## config.mk

```make
export PLATFORM = sky130hd
export DESIGN_NAME = alu_seq_muldiv
export DESIGN_NICKNAME = d
export VERILOG_FILES = /design/src/rtl/alu_seq_muldiv.sv
export SDC_FILE = /design/constraint.sdc
export NUM_CORES = 1
export LEC_CHECK = 0
export CORE_MARGIN = 8
export CORE_UTILIZATION = 47
export DETAILED_ROUTE_END_ITERATION = 10
export PLACE_DENSITY = 0.78
export RECOVER_POWER = 25
export SKIP_LAST_GASP = 1
export SLEW_MARGIN = 20
export SYNTH_ARGS = -nofsm -noshare
export SYNTH_HDL_FRONTEND = slang
export SYNTH_SLANG_ARGS = --single-unit
```

## constraint.sdc

```tcl
create_clock -name clk -period 3.11 [get_ports clk]
set_input_delay 0.622 -clock clk [delete_from_list [all_inputs] [get_ports clk]]
set_output_delay 0.622 -clock clk [all_outputs]
set_load 0.1 [all_outputs]
```

## src/rtl/alu_seq_muldiv.sv

```systemverilog
// Iterative unsigned multiply (shift-add) / divide (restoring) unit with a
// start/busy/done handshake; overflow carries the high product word or the remainder.
module alu_seq_muldiv #(
   parameter int WIDTH = 16
) (
   input  logic             clk,
   input  logic             rst_n,
   input  logic             start,
   input  logic [WIDTH-1:0] A,
   input  logic [WIDTH-1:0] B,
   input  logic [2:0]       CTRL,
   output logic             busy,
   output logic             done,
   output logic [WIDTH-1:0] result,
   output logic [WIDTH-1:0] overflow,
   output logic             div_by_zero,
   output logic             illegal_op
);

   typedef enum logic [1:0] {IDLE, MUL, DIV, DONE} state_t;

   state_t           state_q, state_d;
   logic [4:0]       cnt_q, cnt_d;
   logic [WIDTH-1:0] hi_q, hi_d;
   logic [WIDTH-1:0] lo_q, lo_d;
   logic [WIDTH-1:0] opnd_q, opnd_d;
   logic [WIDTH-1:0] result_q, result_d;
   logic [WIDTH-1:0] overflow_q, overflow_d;
   logic             dbz_q, dbz_d;
   logic             ill_q, ill_d;

   logic             lastIter;
   logic [WIDTH:0]   mulSum;
   logic [WIDTH:0]   mulPre;
   logic [2*WIDTH-1:0] mulNext;
   logic [WIDTH:0]   remShift;
   logic [WIDTH-1:0] remDiff;
   logic             borrow;
   logic [WIDTH-1:0] remNext;
   logic [WIDTH-1:0] quotNext;

   assign lastIter = (cnt_q == 5'(WIDTH - 1));

   // hi holds the upper accumulator / remainder, lo the multiplier / quotient
   assign mulSum   = {1'b0, hi_q} + {1'b0, opnd_q};
   assign mulPre   = lo_q[0] ? mulSum : {1'b0, hi_q};
   assign mulNext  = {mulPre, lo_q[WIDTH-1:1]};

   // The true difference is below the divisor when kept, so WIDTH bits suffice
   assign remShift = {hi_q, lo_q[WIDTH-1]};
   assign borrow   = (remShift < {1'b0, opnd_q});
   assign remDiff  = remShift[WIDTH-1:0] - opnd_q;
   assign remNext  = borrow ? remShift[WIDTH-1:0] : remDiff;
   assign quotNext = {lo_q[WIDTH-2:0], ~borrow};

   always_comb begin
      state_d    = state_q;
      cnt_d      = cnt_q;
      hi_d       = hi_q;
      lo_d       = lo_q;
      opnd_d     = opnd_q;
      result_d   = result_q;
      overflow_d = overflow_q;
      dbz_d      = dbz_q;
      ill_d      = ill_q;
      case (state_q)
         IDLE: begin
            if (start) begin
               cnt_d = '0;
               dbz_d = 1'b0;
               ill_d = 1'b0;
               if (CTRL == 3'b100) begin
                  opnd_d  = A;
                  hi_d    = '0;
                  lo_d    = B;
                  state_d = MUL;
               end else if (CTRL == 3'b101 && B != '0) begin
                  opnd_d  = B;
                  hi_d    = '0;
                  lo_d    = A;
                  state_d = DIV;
               end else if (CTRL == 3'b101) begin
                  result_d   = '1;
                  overflow_d = A;
                  dbz_d      = 1'b1;
                  state_d    = DONE;
               end else begin
                  result_d   = '0;
                  overflow_d = '0;
                  ill_d      = 1'b1;
                  state_d    = DONE;
               end
            end
         end
         MUL: begin
            {hi_d, lo_d} = mulNext;
            cnt_d        = cnt_q + 5'd1;
            if (lastIter) begin
               result_d   = mulNext[WIDTH-1:0];
               overflow_d = mulNext[2*WIDTH-1:WIDTH];
               state_d    = DONE;
            end
         end
         DIV: begin
            hi_d  = remNext;
            lo_d  = quotNext;
            cnt_d = cnt_q + 5'd1;
            if (lastIter) begin
               result_d   = quotNext;
               overflow_d = remNext;
               state_d    = DONE;
            end
         end
         DONE: state_d = IDLE;
         default: state_d = IDLE;
      endcase
   end

   always_ff @(posedge clk or negedge rst_n) begin
      if (!rst_n) begin
         state_q    <= IDLE;
         cnt_q      <= '0;
         hi_q       <= '0;
         lo_q       <= '0;
         opnd_q     <= '0;
         result_q   <= '0;
         overflow_q <= '0;
         dbz_q      <= 1'b0;
         ill_q      <= 1'b0;
      end else begin
         state_q    <= state_d;
         cnt_q      <= cnt_d;
         hi_q       <= hi_d;
         lo_q       <= lo_d;
         opnd_q     <= opnd_d;
         result_q   <= result_d;
         overflow_q <= overflow_d;
         dbz_q      <= dbz_d;
         ill_q      <= ill_d;
      end
   end

   assign busy        = (state_q != IDLE);
   assign done        = (state_q == DONE);
   assign result      = result_q;
   assign overflow    = overflow_q;
   assign div_by_zero = dbz_q;
   assign illegal_op  = ill_q;

endmodule

```

==> results.txt, run 1 <==
The number of nets handed over by synthesis was 812. The initialized floorplan defines 42 standard-cell rows. The total track usage is 0.228. The total overflow reported by the global router came out at 0. The path class of the tightest hold or removal check is flip-flop to flip-flop. The boundary pin count is 74. Of all nets on the critical path, the largest fanout is 9. The library cell used most frequently in the layout, excluding fill and tap cells, is sky130_fd_sc_hd__buf_4. Based on the critical path, the design can be clocked at up to 0.334 GHz. The most used flip-flop cell after synthesis is sky130_fd_sc_hd__dfrtp_1.

Setup repair after global routing could not meet its margin everywhere. The final route contains 6370 vias. The tool flagged a number of max-cap violations equal to 1.

The flow ran to the end, but the final reports show violations. The post-synth design cell area came out at 0.00640 sq mm. The total count of max-transition violations in the final report is 29. The count of nets left with antenna violations after detail routing is 0.

The required time of the worst setup path is 3.34 ns. The repair_antennas step left the layout with diodes totalling 0. After technology mapping, the gate count stands at 733. The final wirelength came out at 20600 um.

Detailed placement finished with a half-perimeter wire length of 15700 um. The maximum buffer depth of the clock tree came out at 2. Before antenna repair, the detailed router went through 5 iterations. The initial cell density of the core is 0.481.

For this design, the sink count on the clock tree is 89. After clock tree synthesis, the flow added hold-fix buffers numbering 0. The area added between synthesis and finish is 23.6%. The worst setup skew after layout came out at 0.00874 ns. The per-instance average area after synthesis came out at 8.73 sq um. The count of flip-flops with a built-in enable after synthesis came out at 0. In this run the standard cell core region covers 0.0133 sq mm.

The critical path goes through inv_1, ha_1, and2_1, nor4b_2, o31a_1, o31a_1, mux2i_1, o22ai_1, a22oi_1, buf_4, o21ai_1. The share of the clock period used by the worst path came out at 0.962. The DRC violation count after routing is 0.

The number of setup violations in the final report is 0. The async set-reset flop share out of synthesis is 1.00. The pre-CTS worst setup slack came out at -0.164 ns. The number of cells traversed by the worst register-to-register path is 11. Among all stages on the critical path, the largest delay is contributed by sky130_fd_sc_hd__ha_1. The worst slew margin relative to its limit is -0.0204.

For the pin with the worst max-slew slack, the measured transition is 1.53 ns. The number of antenna violations at the first check in global routing came out at 0. The count of yosys warnings during synthesis came out at 0. The congestion estimate from routability-driven global placement came to 0.940.

The number of global-route vias before repair came to 6265. The critical path in this run is classified as flip-flop to flip-flop. The depth of the CTS H-tree came out at 3. The first global-routing pass estimated 32900 um of wire. The share of synthesized area occupied by flip-flops and latches is 0.348. The count of final hold-check violations is 0. Counting instances, the worst hold path has a depth of 1. The initial detailed-routing violation count is 548.

The clock tree root buffer cell is sky130_fd_sc_hd__clkbuf_16. The worst setup path is launched from a flip-flop. For the worst setup path, the data arrival time is 3.22 ns. The clock insertion delay at the later pin of the skew report is 0.34 ns. The die covers 0.0176 sq mm. The library cells used most frequently in the layout, excluding fill and tap cells, are sky130_fd_sc_hd__buf_4, sky130_fd_sc_hd__dfrtp_1, sky130_fd_sc_hd__nand2_1, sky130_fd_sc_hd__o21ai_0, sky130_fd_sc_hd__a21oi_1. The longest individual stage delay on the worst path came out at 0.49 ns. TritonCTS built the clock tree. At the end of the flow, the number of nets in the layout was 911. The shortest clock period the worst path allows after layout came out at 2.99 ns. The width of the chip is 133 um. The utilization after layout came out at 0.595. In the final routed layout, each cell accounts on average for 20.3 um.

The number of storage elements in the synthesis netlist is 89. The type of destination of the critical path is a flip-flop. The final-layout fill cell count came out at 1138.

The setup TNS came out at 0 ns. The final worst-path setup slack came out at 0.118 ns. The largest net degree at the start of global routing is 63. The mean number of vias per cell came out at 6.29. In this run, CTS created clock tree buffers numbering 9. The checks that failed: max-capacitance violations, max-slew violations.

After the flow finishes, the layout carries non-filler instances totaling 1013. The cell type with the highest occurrence count on the critical path is sky130_fd_sc_hd__o31a_1. The total area of sequential cells came out at 0.00223 sq mm. The ratio of cells with drive above 1 in the final layout came out at 0.166.

The combined area of the multi-input logic cells is 0.00393 sq mm. The number of library cell types mapped by synthesis came out at 63. Including well taps, the total number of placed cells is 996. The count of input and output buffers came out at 73. The die height came out at 133 um. The clock slew at the register clock pins of the worst setup and hold paths came out at 0.07 ns.
[logic make-up (layout without fill, tap and decap cells)]
group,after synthesis,count (layout),synth area share
AND/OR/NAND/NOR,193,193,0.144
XOR/XNOR,15,15,0.0205
multiplexers,45,45,0.0733
flip-flops,89,89,0.348
AO/OA/AOI/OAI,274,274,0.285
buffers and inverters,76,180,0.0467
adder cells (fa/ha/maj),41,41,0.0825
[repair_timing]
item                                    4_1_cts  5_1_grt
buffers inserted                              0        1
gates resized for setup                       1        6
pin swaps                                     0        6
endpoints found under the setup margin        1       10
[cells in the mapped netlist (9+ instances only)]
cell / instances / area share
sky130_fd_sc_hd__inv_1: 32 / 0.019
sky130_fd_sc_hd__o21a_1: 9 / 0.011
sky130_fd_sc_hd__a221o_1: 15 / 0.023
sky130_fd_sc_hd__nor3b_1: 16 / 0.019
sky130_fd_sc_hd__nor2b_1: 9 / 0.0088
sky130_fd_sc_hd__mux2_2: 15 / 0.026
sky130_fd_sc_hd__dfrtp_1: 89 / 0.35
sky130_fd_sc_hd__ha_1: 39 / 0.076
sky130_fd_sc_hd__o21ai_1: 9 / 0.0070
sky130_fd_sc_hd__mux2i_1: 30 / 0.047
sky130_fd_sc_hd__nor3_1: 10 / 0.0078
sky130_fd_sc_hd__nor2_1: 43 / 0.025
sky130_fd_sc_hd__nand2_1: 75 / 0.044
sky130_fd_sc_hd__clkbuf_1: 34 / 0.020
sky130_fd_sc_hd__o21ai_0: 75 / 0.059
sky130_fd_sc_hd__a21oi_1: 51 / 0.040
sky130_fd_sc_hd__a21o_1: 26 / 0.031
sky130_fd_sc_hd__nand3_1: 10 / 0.0078
[worst paths after layout]
| check | from | endpoint | slack [ns] |
|---|---|---|---|
| max | opnd_q[6] | overflow[2] | 0.12 |
| min | result[14] | result[14] | 0.49 |
| max reg2reg | opnd_q[6] | overflow[2] | 0.12 |
| min reg2reg | result[14] | result[14] | 0.49 |
| max in group asynchronous | rst_n | hi_q[0] | 0.72 |
| min in group asynchronous | rst_n | lo_q[2] | 0.64 |
[area by class of cell]
| cell class | instances | area share |
|---|---|---|
| clock inverter | 6 | 0.00823 |
| timing repair buffer | 131 | 0.140 |
| inverter | 33 | 0.0157 |
| tap | 176 | 0.0278 |
| clock buffer | 10 | 0.0302 |
| multi-input combinational | 568 | 0.496 |
| sequential | 89 | 0.282 |
[state kept, by name, summed over array words and instances (netlist names)]
signal,flops
hi_q,16
lo_q,16
opnd_q,16
overflow,16
result,16
cnt_q,5
state_q,2
div_by_zero,1
illegal_op,1
[routing by layer]
layer	up-vias	part of all wire	wire length (um)	track usage
met2	342	0.47	9610	0.369
li1	2920	-	-	-
met5	-	0	0	0
met1	3076	0.42	8680	0.296
met3	32	0.089	1820	0.0507
met4	0	0.023	470	0.0726
[per-stage QoR]
stage,hold slack (ns),area [sq um]
after floorplan,0.326,6400
after global placement,0.466,7580
after detailed placement,0.467,7580
after CTS,0.206,7890
after global routing,0.495,7910
final,0.486,7910
[critical path: cells and delay by family, from the launching register on]
family	cells	cell delay, ns
flip-flops	1	0.39
multiplexers	1	0.23
adder cells (fa/ha/maj)	1	0.49
AO/OA/AOI/OAI	5	1.05
buffers and inverters	2	0.22
AND/OR/NAND/NOR	2	0.50
Power of run 1 is not shown: default switching activity piles up to over one toggle a cycle in this logic, so the estimate is an artifact.
==> run 2, diff against run 1 <==
Settings changed: PLACE_DENSITY 0.78 to 0.79, TNS_END_PERCENT from default to 50.
Clock period 3.11 ns to 3.6 ns, I/O delays scaled along.
==> results.txt, run 2 (synthesized netlist as in run 1, its figures left out) <==
The worst slew margin relative to its limit is -0.319 (was -0.0204). The area of the placeable core came out at 0.0133 sq mm (unchanged). Result of the run: complete, but fails checks (unchanged). The width of the chip came to 133 um (unchanged). Most used cells in the layout excluding fill and tap cells: sky130_fd_sc_hd__dfrtp_1, sky130_fd_sc_hd__nand2_1, sky130_fd_sc_hd__o21ai_0, sky130_fd_sc_hd__clkdlybuf4s50_1, sky130_fd_sc_hd__a21oi_1 (was sky130_fd_sc_hd__buf_4, sky130_fd_sc_hd__dfrtp_1, sky130_fd_sc_hd__nand2_1, sky130_fd_sc_hd__o21ai_0, sky130_fd_sc_hd__a21oi_1). The number of diodes added for antenna fixing came out at 0 (unchanged). The clock insertion delay at the later pin of the skew report is 0.34 ns (about the same). The final-layout fill cell count was 1136 (was 1138).

The largest net degree at the start of global routing was 50 (was 63). The type of origin of the critical path is a flip-flop (unchanged). The total count of max-transition violations in the final report came out at 37 (was 29). The detailed-router iteration count before antenna repair was 5 (unchanged). The count of final hold-check violations came out at 0 (unchanged). The die height is 133 um (unchanged). The biggest fanout along the worst timing path is 4 (was 9). The initial detailed-routing violation count came out at 552 (was 548). The setup TNS is 0 ns (unchanged). The total overflow reported by the global router came out at 0 (unchanged). The shortest clock period the worst path allows after layout came out at 3.29 ns (was 2.99 ns).

The slowest cell on the critical path was sky130_fd_sc_hd__a2111oi_0 (was sky130_fd_sc_hd__ha_1). The die area is 0.0176 sq mm (unchanged). The wire length of the first global-routing pass is 30500 um (was 32900 um). The longest individual stage delay on the worst path came out at 0.58 ns (was 0.49 ns). The CTS tree was yes (unchanged). The mean number of vias per cell came out at 6.10 (was 6.29). The number of buffers inserted to repair setup after CTS came out at 0 (unchanged).

The standard-cell row count is 42 (unchanged). The highest clock frequency the design can meet came to 0.304 GHz (was 0.334 GHz). CP cell instances: inv_1, ha_1, fa_1, nor2b_1, o31a_1, o2111ai_1, a2111oi_0, o31ai_1, a31o_1, a21oi_2, o211ai_1 (was inv_1, ha_1, and2_1, nor4b_2, o31a_1, o31a_1, mux2i_1, o22ai_1, a22oi_1, buf_4, o21ai_1). The number of resized instances in the post-cts repair step is 0 (was 1). Failing checks: max-capacitance violations, max-slew violations (unchanged).

The number of antenna violations at the first check in global routing was 0 (unchanged). The via count came to 5938 (was 6370). The max-cap violation count was 1 (unchanged). The count of nets left with antenna violations after detail routing came out at 0 (unchanged). The share of the clock period used by the worst path is 0.915 (was 0.962). The clock slew at the register clock pins of the worst setup and hold paths is 0.06 ns (was 0.07 ns). Setup repair after global routing missed its margin: false (was true).

The average wire length per cell after detail routing came out at 19.0 um (was 20.3 um). The actual transition at the worst max-transition pin came out at 1.98 ns (was 1.53 ns). The required time of the worst setup path is 3.82 ns (was 3.34 ns). The worst setup skew after layout was 0.00369 ns (was 0.00874 ns). The type of destination of the critical path was a flip-flop (unchanged). The number of setup violations in the final report is 0 (unchanged).

The depth of the CTS H-tree was 3 (unchanged). The area added between synthesis and finish was 19.6% (was 23.6%). The quantity of hold-fixing buffers added after cts is 0 (unchanged). The DRC violation count after routing came out at 0 (unchanged). The boundary pin count came out at 74 (unchanged). The initial cell density of the core was 0.481 (unchanged). The critical path arrival was 3.51 ns (was 3.22 ns). The most frequent standard cell in the layout excluding fill and tap cells is sky130_fd_sc_hd__dfrtp_1 (was sky130_fd_sc_hd__buf_4).

The number of global-route vias before repair came to 5869 (was 6265). The global placer's final weighted congestion came out at 0.909 (was 0.940). The total track usage is 0.210 (was 0.228). The path category of the worst min-delay check was flip-flop to flip-flop (unchanged).

The HPWL after detailed placement came out at 14000 um (was 15700 um). The final wirelength is 18500 um (was 20600 um). The maximum buffer depth of the clock tree came out at 2 (unchanged).

The ratio of cells with drive above 1 in the final layout is 0.0790 (was 0.166). The CTS buffer count is 9 (unchanged). The total clock sinks was 89 (unchanged). The count of input and output buffers came to 73 (unchanged). The startpoint-to-endpoint class of the critical path is flip-flop to flip-flop (unchanged). The final layout net count is 872 (was 911). The clock tree root buffer cell is sky130_fd_sc_hd__clkbuf_16 (unchanged).
run 2: changes by cell type in the layout (fill, tap and decap cells not counted), sizes merged:
cell           delta
clkbuf            +2
clkdlybuf4s50    +34
inv               -2
clkinvlp          -1
buf              -73
run 2: cell type report:
cell class                      count  area, sq um  area share
Timing Repair Buffer               92          880       0.115
Multi-Input combinational cell    568         3900       0.510
Sequential cell                    89         2230       0.291
Tap cell                          176          220      0.0288
Clock inverter                      3         40.0     0.00523
Clock buffer                       12          256      0.0335
Inverter                           33          124      0.0162
run 2: per-layer routing:
| layer | global-route usage | vias to the layer above | routed length [um] |
|---|---|---|---|
| met5 | 0 | - | 0 |
| li1 | - | 2840 | - |
| met4 | 0.0738 | 0 | 471 |
| met2 | 0.332 | 252 | 8380 |
| met1 | 0.283 | 2809 | 8340 |
| met3 | 0.0367 | 37 | 1350 |
run 2: metrics by stage:
stage	instances	util	area (sq um)	hold WS [ns]	setup WS, ns
after floorplan	733	-	6400	0.424	1.00
after global placement	957	0.551	7330	0.461	0.267
after detailed placement	957	0.551	7330	0.464	0.186
after CTS	972	0.574	7630	0.345	0.347
after global routing	973	0.575	7650	0.500	0.0868
final	973	0.575	7650	0.480	0.306
run 2: final timing paths:
kind,start,end,slack (ns),depth (start not counted)
max reg2reg,lo_q[15],overflow[14],0.31,11
min reg2reg,result[9],result[9],0.48,1
min,result[9],result[9],0.48,1
max in group asynchronous,rst_n,hi_q[13],1.14,2
max,lo_q[15],overflow[14],0.31,11
min in group asynchronous,rst_n,result[13],0.93,1
run 2: worst max-delay path: cells and delay by family (launching register included):
kind | cells | cell delay, ns
AOI/OAI and AO/OA | 7 | 1.71
adders and majority gates | 2 | 0.70
buffers and inverters | 1 | 0.12
DFF | 1 | 0.46
and+or+nand+nor | 1 | 0.17
Power of run 2 is left out for the same reason.
==> run 3, diff against run 2 <==
Settings changed: CORE_UTILIZATION 47 to 55, PLACE_DENSITY 0.79 to 0.89.
==> results.txt, run 3 (synthesized netlist as in run 1, its figures left out) <==
Result of the run: complete, but fails checks (unchanged). Failing checks: max-capacitance violations, max-slew violations (unchanged). The die area is 0.0153 sq mm (was 0.0176 sq mm).

The HPWL after detailed placement is 14600 um (was 14000 um). The required time of the worst setup path is 3.80 ns (was 3.82 ns). The area of the placeable core is 0.0114 sq mm (was 0.0133 sq mm). The detailed-router iteration count before antenna repair came out at 5 (unchanged).

Most used cells in the layout excluding fill and tap cells: sky130_fd_sc_hd__dfrtp_1, sky130_fd_sc_hd__nand2_1, sky130_fd_sc_hd__o21ai_0, sky130_fd_sc_hd__clkdlybuf4s50_1, sky130_fd_sc_hd__a21oi_1 (unchanged). The non-filler instance count after layout came out at 936 (was 973). The max-cap violation count came out at 1 (unchanged). The standard-cell row count is 39 (was 42).

The highest clock frequency the design can meet is 0.306 GHz (was 0.304 GHz). The worst slew margin relative to its limit is -0.259 (was -0.319). The area added between synthesis and finish came out at 18.7% (was 19.6%). The clock insertion delay at the later pin of the skew report is 0.34 ns (about the same). Setup repair after global routing missed its margin: false (unchanged). The initial cell density of the core came out at 0.563 (was 0.481). The initial detailed-routing violation count is 502 (was 552). The actual transition at the worst max-transition pin is 1.89 ns (was 1.98 ns). The path length in cells of the critical path is 10 (was 11). The number of diodes added for antenna fixing came out at 0 (unchanged). The maximum buffer depth of the clock tree came to 2 (unchanged). The average wire length per cell after detail routing is 20.8 um (was 19.0 um). The via count came to 6133 (was 5938). The clock tree root buffer cell was sky130_fd_sc_hd__clkbuf_16 (unchanged). The number of setup violations in the final report came out at 0 (unchanged). The worst setup skew after layout is 0.00595 ns (was 0.00369 ns). The total clock sinks came out at 89 (unchanged). The total overflow reported by the global router is 0 (unchanged). The biggest fanout along the worst timing path was 7 (was 4). The CTS buffer count is 9 (unchanged). The count of nets left with antenna violations after detail routing was 0 (unchanged). The buffering stage count on the worst path with inverters included is 2 (was 1).

The number of global-route vias before repair is 6028 (was 5869). The number of antenna violations at the first check in global routing came to 0 (unchanged). CP cell instances: inv_1, ha_1, nor2b_1, o31a_1, o31a_1, o31a_1, buf_4, a221oi_1, a211o_1, o21ai_0 (was inv_1, ha_1, fa_1, nor2b_1, o31a_1, o2111ai_1, a2111oi_0, o31ai_1, a31o_1, a21oi_2, o211ai_1).

The number of cells traversed by the worst register-to-register path is 10 (was 11). The number of resized instances in the post-cts repair step came to 0 (unchanged). The shortest clock period the worst path allows after layout came out at 3.27 ns (was 3.29 ns). The ratio of cells with drive above 1 in the final layout came to 0.0731 (was 0.0790). The number of buffers inserted to repair setup after CTS is 0 (unchanged). The wire length of the first global-routing pass is 31600 um (was 30500 um). The path category of the worst min-delay check is flip-flop to flip-flop (unchanged). The clock slew at the register clock pins of the worst setup and hold paths is 0.06 ns (about the same). The global placer's final weighted congestion came to 0.891 (was 0.909). The longest individual stage delay on the worst path came out at 0.60 ns (was 0.58 ns). The cell total after placement is 920 (was 957). The total count of max-transition violations in the final report was 77 (was 37). The final-layout fill cell count is 864 (was 1136). The hold-critical path depth is 1 (unchanged). The type of origin of the critical path is a flip-flop (unchanged). The most frequent standard cell in the layout excluding fill and tap cells is sky130_fd_sc_hd__dfrtp_1 (unchanged).

The cell type group with the largest total delay on the critical path was compound AO/OA/AOI/OAI gates (unchanged). The critical path arrival was 3.47 ns (was 3.51 ns). The slowest cell on the critical path was sky130_fd_sc_hd__a221oi_1 (was sky130_fd_sc_hd__a2111oi_0). The combined area of the multi-input logic cells came out at 0.00390 sq mm (about the same).

The count of input and output buffers is 73 (unchanged). The final wirelength came out at 19500 um (was 18500 um). The cell type with the highest occurrence count on the critical path is sky130_fd_sc_hd__o31a_1. The type of destination of the critical path is a flip-flop (unchanged).

The startpoint-to-endpoint class of the critical path is flip-flop to flip-flop (unchanged). The count of final hold-check violations is 0 (unchanged). The CTS tree is yes (unchanged).

The quantity of hold-fixing buffers added after cts came out at 0 (unchanged). The mean number of vias per cell is 6.55 (was 6.10). The worst hold slack is 0.481 ns (was 0.480 ns). The share of the clock period used by the worst path was 0.909 (was 0.915). The die height is 124 um (was 133 um). The boundary pin count came out at 74 (unchanged). The final instance area came out at 0.00759 sq mm (was 0.00765 sq mm).

The DRC violation count after routing is 0 (unchanged). The depth of the CTS H-tree came to 3 (unchanged). The final layout net count came out at 867 (was 872). The setup TNS is 0 ns (unchanged). The width of the chip came out at 124 um (was 133 um). The total area of sequential cells came out at 0.00223 sq mm (unchanged). The cell area after placement is 0.00728 sq mm (was 0.00733 sq mm).

The total track usage was 0.263 (was 0.210). The largest net degree at the start of global routing is 77 (was 50).
==> run 3: changes by cell type in the layout (fill, tap and decap cells not counted), sizes merged <==
cell and delta:
clkinv -1, buf -4, clkbuf -2, bufinv +1, clkinvlp +2
==> run 3: routing by layer <==
layer | track usage | share of wire
met3 | 0.0521 | 0.085
met2 | 0.400 | 0.45
met4 | 0.125 | 0.042
met1 | 0.354 | 0.43
met5 | 0 | 0
==> run 3: per-stage QoR <==
step,worst slack (ns),utilization
finish,0.329,0.668
global route,0.209,0.668
CTS,0.356,0.668
detailed placement,0.330,0.641
global placement,0.311,0.640
floorplan,1.00,-
==> run 3: final cells by class <==
type                    count  area share
flip-flops and latches     89       0.293
inverters                  33      0.0163
clock inverters             5      0.0105
multi-input cells         568       0.514
repair buffers             87       0.112
well taps                 143      0.0236
clock buffers              11      0.0306
==> run 3: path summary, 6_finish.rpt <==
path | start | to | slack (ns)
max in group asynchronous | rst_n | result[13] | 1.59
min in group asynchronous | rst_n | div_by_zero | 0.87
setup / recovery | opnd_q[1] | lo_q[0] | 0.33
setup reg to reg | opnd_q[1] | lo_q[0] | 0.33
hold reg to reg | result[9] | result[9] | 0.48
hold / removal | result[9] | result[9] | 0.48
Power of run 3 is left out for the same reason.
